==> src/rtl/alu_share_ctrl.sv <==
// Round-robin controller sharing one combinational 16-bit adder/flag ALU among NREQ requesters.
// One request at a time: IDLE accepts, EXEC drives the ALU, RESP holds the result until it is taken.
module alu_share_ctrl #(
   parameter  int NREQ = 4,
   localparam int IDW  = (NREQ > 1) ? $clog2(NREQ) : 1
) (
   input  logic                 i_clk,
   input  logic                 i_rst,
   input  logic [NREQ-1:0]      i_req_valid,
   output logic [NREQ-1:0]      o_req_ready,
   input  logic [16*NREQ-1:0]   i_req_x,
   input  logic [16*NREQ-1:0]   i_req_y,
   output logic [15:0]          o_alu_x,
   output logic [15:0]          o_alu_y,
   input  logic [15:0]          i_alu_z,
   input  logic [4:0]           i_alu_flags,
   output logic                 o_rsp_valid,
   input  logic                 i_rsp_ready,
   output logic [IDW-1:0]       o_rsp_id,
   output logic [15:0]          o_rsp_z,
   output logic [4:0]           o_rsp_flags,
   output logic                 o_busy,
   output logic [15:0]          o_op_count
);

   typedef enum logic [1:0] {
      S_IDLE = 2'd0,
      S_EXEC = 2'd1,
      S_RESP = 2'd2
   } state_t;

   state_t           r_state;
   logic [IDW-1:0]   r_ptr;
   logic [IDW-1:0]   r_id;
   logic [15:0]      r_alu_x;
   logic [15:0]      r_alu_y;
   logic             r_rsp_valid;
   logic [IDW-1:0]   r_rsp_id;
   logic [15:0]      r_rsp_z;
   logic [4:0]       r_rsp_flags;
   logic [15:0]      r_op_count;

   logic [15:0]      w_x [NREQ];
   logic [15:0]      w_y [NREQ];
   logic [IDW-1:0]   w_idx;
   logic [IDW-1:0]   w_winner;
   logic [IDW-1:0]   w_next_ptr;
   logic             w_found;
   logic             w_grant;

   // Round-robin search starting at r_ptr; first valid requester wins.
   always_comb begin
      w_found  = 1'b0;
      w_winner = {IDW{1'b0}};
      w_idx    = {IDW{1'b0}};
      for (int k = 0; k < NREQ; k++) begin
         w_x[k]   = i_req_x[16*k +: 16];
         w_y[k]   = i_req_y[16*k +: 16];
         w_idx    = IDW'((int'(r_ptr) + k) % NREQ);
         w_winner = (i_req_valid[w_idx] && !w_found) ? w_idx : w_winner;
         w_found  = w_found | i_req_valid[w_idx];
      end
      w_next_ptr = (w_winner == IDW'(NREQ - 1)) ? {IDW{1'b0}} : w_winner + IDW'(1);
      w_grant    = (r_state == S_IDLE) && !i_rst && w_found;
   end

   // Grant is combinational so a requester sees ready in the same cycle it raises valid.
   always_comb begin
      if (w_grant) begin
         o_req_ready = NREQ'(1) << w_winner;
      end else begin
         o_req_ready = {NREQ{1'b0}};
      end
   end

   // Controller FSM with all datapath registers.
   always_ff @(posedge i_clk) begin
      if (i_rst) begin
         r_state     <= S_IDLE;
         r_ptr       <= {IDW{1'b0}};
         r_id        <= {IDW{1'b0}};
         r_alu_x     <= 16'h0000;
         r_alu_y     <= 16'h0000;
         r_rsp_valid <= 1'b0;
         r_rsp_id    <= {IDW{1'b0}};
         r_rsp_z     <= 16'h0000;
         r_rsp_flags <= 5'b00000;
         r_op_count  <= 16'h0000;
      end else begin
         case (r_state)
            S_IDLE: begin
               if (w_grant) begin
                  r_alu_x <= w_x[w_winner];
                  r_alu_y <= w_y[w_winner];
                  r_id    <= w_winner;
                  r_ptr   <= w_next_ptr;
                  r_state <= S_EXEC;
               end
            end
            S_EXEC: begin
               r_rsp_z     <= i_alu_z;
               r_rsp_flags <= i_alu_flags;
               r_rsp_id    <= r_id;
               r_rsp_valid <= 1'b1;
               r_state     <= S_RESP;
            end
            S_RESP: begin
               if (i_rsp_ready) begin
                  r_rsp_valid <= 1'b0;
                  r_op_count  <= r_op_count + 16'd1;
                  r_state     <= S_IDLE;
               end
            end
            default: begin
               r_state <= S_IDLE;
            end
         endcase
      end
   end

   assign o_alu_x     = r_alu_x;
   assign o_alu_y     = r_alu_y;
   assign o_rsp_valid = r_rsp_valid;
   assign o_rsp_id    = r_rsp_id;
   assign o_rsp_z     = r_rsp_z;
   assign o_rsp_flags = r_rsp_flags;
   assign o_busy      = (r_state != S_IDLE);
   assign o_op_count  = r_op_count;

endmodule

==> config.mk <==
export PLATFORM = sky130hd
export DESIGN_NAME = alu_share_ctrl
export DESIGN_NICKNAME = d
export VERILOG_FILES = /design/src/rtl/alu_share_ctrl.sv
export SDC_FILE = /design/constraint.sdc
export NUM_CORES = 1
export LEC_CHECK = 0
export CORE_MARGIN = 2
export CORE_UTILIZATION = 40
export CTS_CLUSTER_DIAMETER = 120
export DETAILED_ROUTE_END_ITERATION = 8
export GPL_TIMING_DRIVEN = 1
export PLACE_DENSITY = 0.95
export SLEW_MARGIN = 0
export SYNTH_ARGS = -nofsm -noshare
export SYNTH_HDL_FRONTEND = slang
export SYNTH_SLANG_ARGS = --single-unit
==> constraint.sdc <==
create_clock -name i_clk -period 6.85 [get_ports i_clk]
set_input_delay 2.055 -clock i_clk [delete_from_list [all_inputs] [get_ports i_clk]]
set_output_delay 2.055 -clock i_clk [all_outputs]
set_load 0.05 [all_outputs]
==> results of run 1 <==
worst paths after layout:
path,startpoint,end,slack [ps],cells past startpoint
setup / recovery,i_req_valid[0],o_req_ready[0],460,5
setup reg to reg,r_state[1],o_alu_y[7],4360,5
hold reg to reg,o_rsp_id[1],o_rsp_id[1],460,2
hold / removal,o_rsp_id[1],o_rsp_id[1],460,2
worst max-delay path, stage by stage:
cell	delay, ps
clkdlybuf4s50_1	620
or4_4	200
nand3_1	370
nor2b_1	860
buf_12	220
cells in the mapped netlist, types with 9 or more instances:
cell type	instances
dfxtp_1	78
and3_1	15
clkbuf_1	20
nand2_1	68
xor2_1	12
inv_1	15
a221oi_1	14
nand3_1	13
mux2i_1	25
a21oi_1	45
o21ai_0	21
buf_2	9
nor2_1	20
o221ai_1	10
o32ai_1	14
layer usage:
layer	vias to the layer above	wire length [µm]
li1	2074	-
met1	2031	5050
met2	256	6650
met3	32	1130
met4	0	310
met5	-	0
power groups by stage:
stage          logic [mW]  clock network, mW  registers [mW]
6_report            0.606              0.393           0.537
5_1_grt             0.641              0.419           0.543
4_1_cts             0.603              0.398           0.536
3_5_place_dp        0.601                  0           0.545
3_3_place_gp        0.587                  0           0.544
2_1_floorplan       0.218                  0           0.697
metrics by stage:
stage	total power, mW	hold WS (ps)	setup WS [ps]
5_1_grt	1.60	487	336
3_3_place_gp	1.13	442	660
6_report	1.54	457	458
4_1_cts	1.54	461	479
3_5_place_dp	1.15	449	512
2_1_floorplan	0.914	432	1290
cell type report:
type                            count  area, µm²
Timing Repair Buffer              236       2350
Multi-Input combinational cell    322       2020
Clock inverter                      7        105
Clock buffer                        9        124
Inverter                           16       60.1
Fill cell                         715       2860
Tap cell                          129        161
Sequential cell                    78       1560
cells by family after synthesis:
kind of cell / count (synthesis) / synth area share, %
AO/OA/AOI/OAI: 140 / 25.0
XOR/XNOR: 14 / 3.21
adder cells (fa/ha/maj): 2 / 0.656
buffers and inverters: 51 / 6.10
flip-flops: 78 / 40.9
multiplexers: 25 / 6.56
AND/OR/NAND/NOR: 141 / 17.5
flip-flops by register name, indices dropped and copies added (netlist names):
signal / cells
r_state: 2
o_rsp_z: 16
o_alu_y: 16
o_rsp_id: 2
o_op_count: 16
o_alu_x: 16
o_rsp_valid: 1
r_id: 2
r_ptr: 2
o_rsp_flags: 5
==> results by group, run 1 <==
Synth
  – Post-synthesis register bit count: 78
  – Main area contributors after synthesis: dfxtp_1, nand2_1, mux2i_1
  – Avg Cell Area, Syn: 8.46 µm²
  – Synth warn: 0
  – Synth top area share: 40.9%
  – Seq/Total Area, Yosys: 40.9%
  – Post-synth cell types: 43
  – Post-synth top flop: dfxtp_1
  – Mapped Cells: 451
  – Post-synthesis async set-or-reset flop share: 0%
  – Cell area after synthesis: 3810 µm²
  – Post-Syn Nets: 609
  – Number of synthesized flops with an enable pin: 0
  – Synth area leader: dfxtp_1

Timing
  – Setup_tns: 0 ps
  – Tmin final: 6390 ps
  – Clock skew: 16.7 ps
  – Max-slew violations: 0
  – RSZ-0062 raised after global routing: false
  – Tcrit/Tclk final: 93.3%
  – F_max: 0.156 GHz
  – Relative slew slack: 33.8%
  – Hold Fails Final Rpt: 0
  – Setup violations, final: 0
  – Worst-margin pin slew: 991 ps

Setup path
  – Crit Path Category: in -> out
  – CP endpoint kind: output port
  – Crit path max fanout: 12
  – Worst Path Arrival: 4340 ps
  – Critical Path RT: 4800 ps
  – Setup crit start kind: primary input

Run status
  – Outcome: complete, no violations

Clock tree
  – Post-CTS Setup Inserts: 0
  – Clock Pin Slew Worst Setup and Hold Paths: 80 ps
  – CTS tree: done
  – Worst skew pair latency: 350 ps
  – Clk buf depth: 2
  – Sink Count: 78
  – Root Buffer: clkbuf_8
  – CTS hold repair buffers: 0
  – Num CTS Buffers: 9
  – H-tree depth: 3
  – CTS resizes: 0

Global route
  – Gr busiest metal: met2
  – GRT Resource Usage Total: 24.5%
  – Pin count of the biggest net entering global routing: 76
  – Vias in the first global route: 4318
  – Grt met2 use: 44.6%
  – First-pass GRT wire length: 20.3 mm
  – Antenna violations before repair: 0
  – Grt ovf: 0
  – M1 GR Usage: 28.3%
  – GR Util met3: 4.76%

Layout
  – ANT cells: 0
  – Commonest non-fill, non-tap cell in the layout: clkdlybuf4s50_1
  – Share of cells above drive strength 1: 4.64%
  – Post-route cell area: 6380 µm²
  – Final net count: 821
  – P&R area growth vs syn: 67.3%
  – Post-layout util: 69.1%
  – Commonest non-fill, non-tap cells in the layout: clkdlybuf4s50_1, dfxtp_1, nand2_1
  – Final cell count without fillers: 797

Placed design
  – Port Buffer Count: 232
  – Placed Area: 6150 µm²
  – Final GP Congestion: 0.865
  – Post-Place Cells: 781
  – Detailed Place HPWL: 9.76 mm

Floorplanning
  – Initial core utilization: 41.3%
  – Row count: 35
  – Die Ht: 102 µm
  – Core ar.: 9240 µm²
  – Die area: 10300 µm²
  – Die X: 102 µm
  – # IOs: 233

Power
  – IR drop worst, VDD: 148 µV
  – Clk pwr share: 25.6%
  – Psw: 572 µW
  – Internal power: 964 µW
  – Sw Ratio: 37.2%
  – Leak: 2.47 nW
  – Combinational Power Share: 39.5%
  – Seq pwr share: 35.0%
  – Cell Pwr Density: 241 nW/µm²

Detailed routing
  – Initial drt markers: 245
  – Pre-antenna DRT Iters: 5
  – Post-Route WL: 13.1 mm
  – Post-DR vias/cell: 5.51
  – Wire per inst: 16.5 µm
  – ANT nets after route: 0
  – Via Count: 4393
  – Drt drc: 0

Flow run
  – # Max-Cap Violations: 0

Worst hold path
  – Worst hold path type: reg -> reg
Power figures use the tool's default switching activity.
==> run 2: changes to the inputs <==
--- a/config.mk
+++ b/config.mk
@@ -10,7 +10,8 @@
 export CTS_CLUSTER_DIAMETER = 120
 export DETAILED_ROUTE_END_ITERATION = 8
 export GPL_TIMING_DRIVEN = 1
-export PLACE_DENSITY = 0.95
+export PLACE_DENSITY_LB_ADDON = 0.08
+export SETUP_SLACK_MARGIN = 0.05
 export SLEW_MARGIN = 0
 export SYNTH_ARGS = -nofsm -noshare
 export SYNTH_HDL_FRONTEND = slang
==> run 2 against run 1 <==
Compared with the run above: wire length decreased by 1.0%; sequential share of layout area barely moved; via count decreased by 2.7%; core utilization fell by 0.095 points; highest routed layer unchanged; largest power group unchanged; maximum frequency increased by 1.5%; count of clock-buffer cells in the layout increased by 1; combinational power about the same.
==> results by group, run 2 (synthesized netlist as in run 1, its figures left out) <==
Run status
  – Outcome: complete, no violations (unchanged)

Detailed routing
  – Pre-antenna DRT Iters: 5 (unchanged)
  – Wire per inst: 16.2 µm (was 16.5 µm)
  – Post-Route WL: 13.0 mm (was 13.1 mm)
  – ANT nets after route: 0 (unchanged)
  – Drt drc: 0 (unchanged)
  – Initial drt markers: 172 (was 245)
  – Via Count: 4273 (was 4393)
  – Post-DR vias/cell: 5.33 (was 5.51)

Setup path
  – Crit path max fanout: 12 (unchanged)
  – Crit Path Category: in -> out (unchanged)
  – Reg-to-reg startpoint: r_state[0] (was r_state[1])
  – Reg2reg path depth: 5 (unchanged)
  – Worst Path Arrival: 4240 ps (was 4340 ps)
  – CP peak stage delay: 890 ps (was 860 ps)
  – Slowest stage cell on the critical path: nor2b_1 (unchanged)
  – Worst setup endpoint: o_req_ready[0] (unchanged)
  – RR Endpoint: o_alu_x[7] (was o_alu_y[7])
  – Critical Path RT: 4800 ps (about the same)
  – CP endpoint kind: output port (unchanged)
  – Setup crit start kind: primary input (unchanged)
  – Crit path from: i_req_valid[0] (unchanged)
  – Crit path cell chain: clkdlybuf4s50_1 > or4_4 > nand3_1 > nor2b_1 > buf_12 (unchanged)
  – R2R Setup Slk: 4520 ps (was 4360 ps)

Clock tree
  – CTS hold repair buffers: 0 (unchanged)
  – Post-CTS Setup Inserts: 0 (unchanged)
  – Sink Count: 78 (unchanged)
  – CTS tree: done (unchanged)
  – Worst skew pair latency: 340 ps (was 350 ps)
  – Root Buffer: clkbuf_8 (unchanged)
  – Clk buf depth: 2 (unchanged)
  – Num CTS Buffers: 9 (unchanged)
  – CTS resizes: 0 (unchanged)
  – Clock Pin Slew Worst Setup and Hold Paths: 90 ps (was 80 ps)
  – H-tree depth: 3 (unchanged)

Floorplanning
  – Die Ht: 102 µm (unchanged)
  – Core ar.: 9240 µm² (unchanged)
  – Row count: 35 (unchanged)
  – Initial core utilization: 41.3% (unchanged)
  – Die X: 102 µm (unchanged)
  – Die area: 10300 µm² (unchanged)
  – # IOs: 233 (unchanged)

Worst hold path
  – Worst hold path type: reg -> reg (unchanged)

Timing
  – Tcrit/Tclk final: 92.0% (was 93.3%)
  – Clock skew: 10.4 ps (was 16.7 ps)
  – F_max: 0.159 GHz (was 0.156 GHz)
  – Setup violations, final: 0 (unchanged)
  – Tmin final: 6300 ps (was 6390 ps)
  – Max-slew violations: 0 (unchanged)
  – Worst-margin pin slew: 1010 ps (was 991 ps)
  – Hold Fails Final Rpt: 0 (unchanged)
  – RSZ-0062 raised after global routing: false (unchanged)
  – Relative slew slack: 32.2% (was 33.8%)
  – Setup_tns: 0 ps (unchanged)

Global route
  – Antenna violations before repair: 0 (unchanged)
  – Grt ovf: 0 (unchanged)
  – Vias in the first global route: 4099 (was 4318)
  – Pin count of the biggest net entering global routing: 76 (unchanged)
  – GRT Resource Usage Total: 24.6% (was 24.5%)
  – First-pass GRT wire length: 20.2 mm (was 20.3 mm)

Layout
  – Commonest non-fill, non-tap cell in the layout: clkdlybuf4s50_1 (unchanged)
  – Commonest non-fill, non-tap cells in the layout: clkdlybuf4s50_1, dfxtp_1, nand2_1 (unchanged)
  – ANT cells: 0 (unchanged)
  – Final net count: 825 (was 821)
  – Share of cells above drive strength 1: 5.21% (was 4.64%)
  – Post-route cell area: 6370 µm² (was 6380 µm²)
  – Area of the multi-input gates: 2020 µm² (unchanged)
  – Fillers: 780 (was 715)
  – P&R area growth vs syn: 67.1% (was 67.3%)
  – Seq. cell area: 1560 µm² (unchanged)

Power
  – IR drop worst, VDD: 145 µV (was 148 µV)
  – Tot Pwr: 1.47 mW (was 1.54 mW)
  – Leak: 2.46 nW (was 2.47 nW)
  – Cell Pwr Density: 230 nW/µm² (was 241 nW/µm²)

Placed design
  – Port Buffer Count: 232 (unchanged)
  – Final GP Congestion: 0.796 (was 0.865)
  – Detailed Place HPWL: 9.82 mm (was 9.76 mm)
  – Placed Area: 6180 µm² (was 6150 µm²)

Flow run
  – # Max-Cap Violations: 0 (unchanged)
run 2: layout make-up:
type,count,share of cell area [%]
clock inverter,6,0.824
inverter,16,0.942
clock buffer,10,2.16
timing repair buffer,240,37.3
multi-input combinational,322,31.7
sequential,78,24.5
tap,129,2.53
run 2: worst min path at each step:
stage          slack, ps  cells past startpoint         from          end
6_report             450                      2      r_id[0]  o_rsp_id[0]
5_1_grt              470                      2   o_rsp_z[9]   o_rsp_z[9]
4_1_cts              460                      2      r_id[1]  o_rsp_id[1]
3_5_place_dp         450                      2  o_rsp_z[15]  o_rsp_z[15]
3_3_place_gp         440                      2   o_rsp_z[0]   o_rsp_z[0]
2_1_floorplan        430                      2      r_id[1]  o_rsp_id[1]
run 2: power breakdown:
part	switching (mW)	total, mW	internal, mW
Combinational	0.357	0.608	0.251
Clock	0.180	0.327	0.147
Sequential	0.0300	0.534	0.504
Total	0.566	1.47	0.903
run 2: per-stage QoR:
| stage | util [%] | hold WS (ps) | instances | worst slack (ps) |
|---|---|---|---|---|
| global placement | 66.9 | 442 | 785 | 673 |
| global route | 69.0 | 474 | 801 | 396 |
| floorplan | - | 432 | 451 | 1290 |
| CTS | 69.0 | 456 | 801 | 591 |
| detailed placement | 66.9 | 448 | 785 | 597 |
| finish | 69.0 | 454 | 801 | 550 |
run 2: per-layer routing:
metal | vias up | GRT usage [%] | wire length, µm
met2 | 192 | 44.3 | 6480
met1 | 1979 | 27.7 | 5100
met5 | - | 0 | 0
li1 | 2082 | - | -
met4 | 0 | 6.44 | 243
met3 | 20 | 8.21 | 1180
run 2: critical path: cells and delay by family:
| family | cells | cell delay [ps] |
|---|---|---|
| AND/OR/NAND/NOR | 3 | 1350 |
| buffers and inverters | 2 | 830 |
==> run 3: changes to the inputs <==
--- a/config.mk
+++ b/config.mk
@@ -7,7 +7,7 @@
 export LEC_CHECK = 0
 export CORE_MARGIN = 2
 export CORE_UTILIZATION = 40
-export CTS_CLUSTER_DIAMETER = 120
+export CTS_CLUSTER_DIAMETER = 200
 export DETAILED_ROUTE_END_ITERATION = 8
 export GPL_TIMING_DRIVEN = 1
 export PLACE_DENSITY_LB_ADDON = 0.08
==> results of run 3 <==
No change in the layout: final DEF, timing and power equal those of run 2.
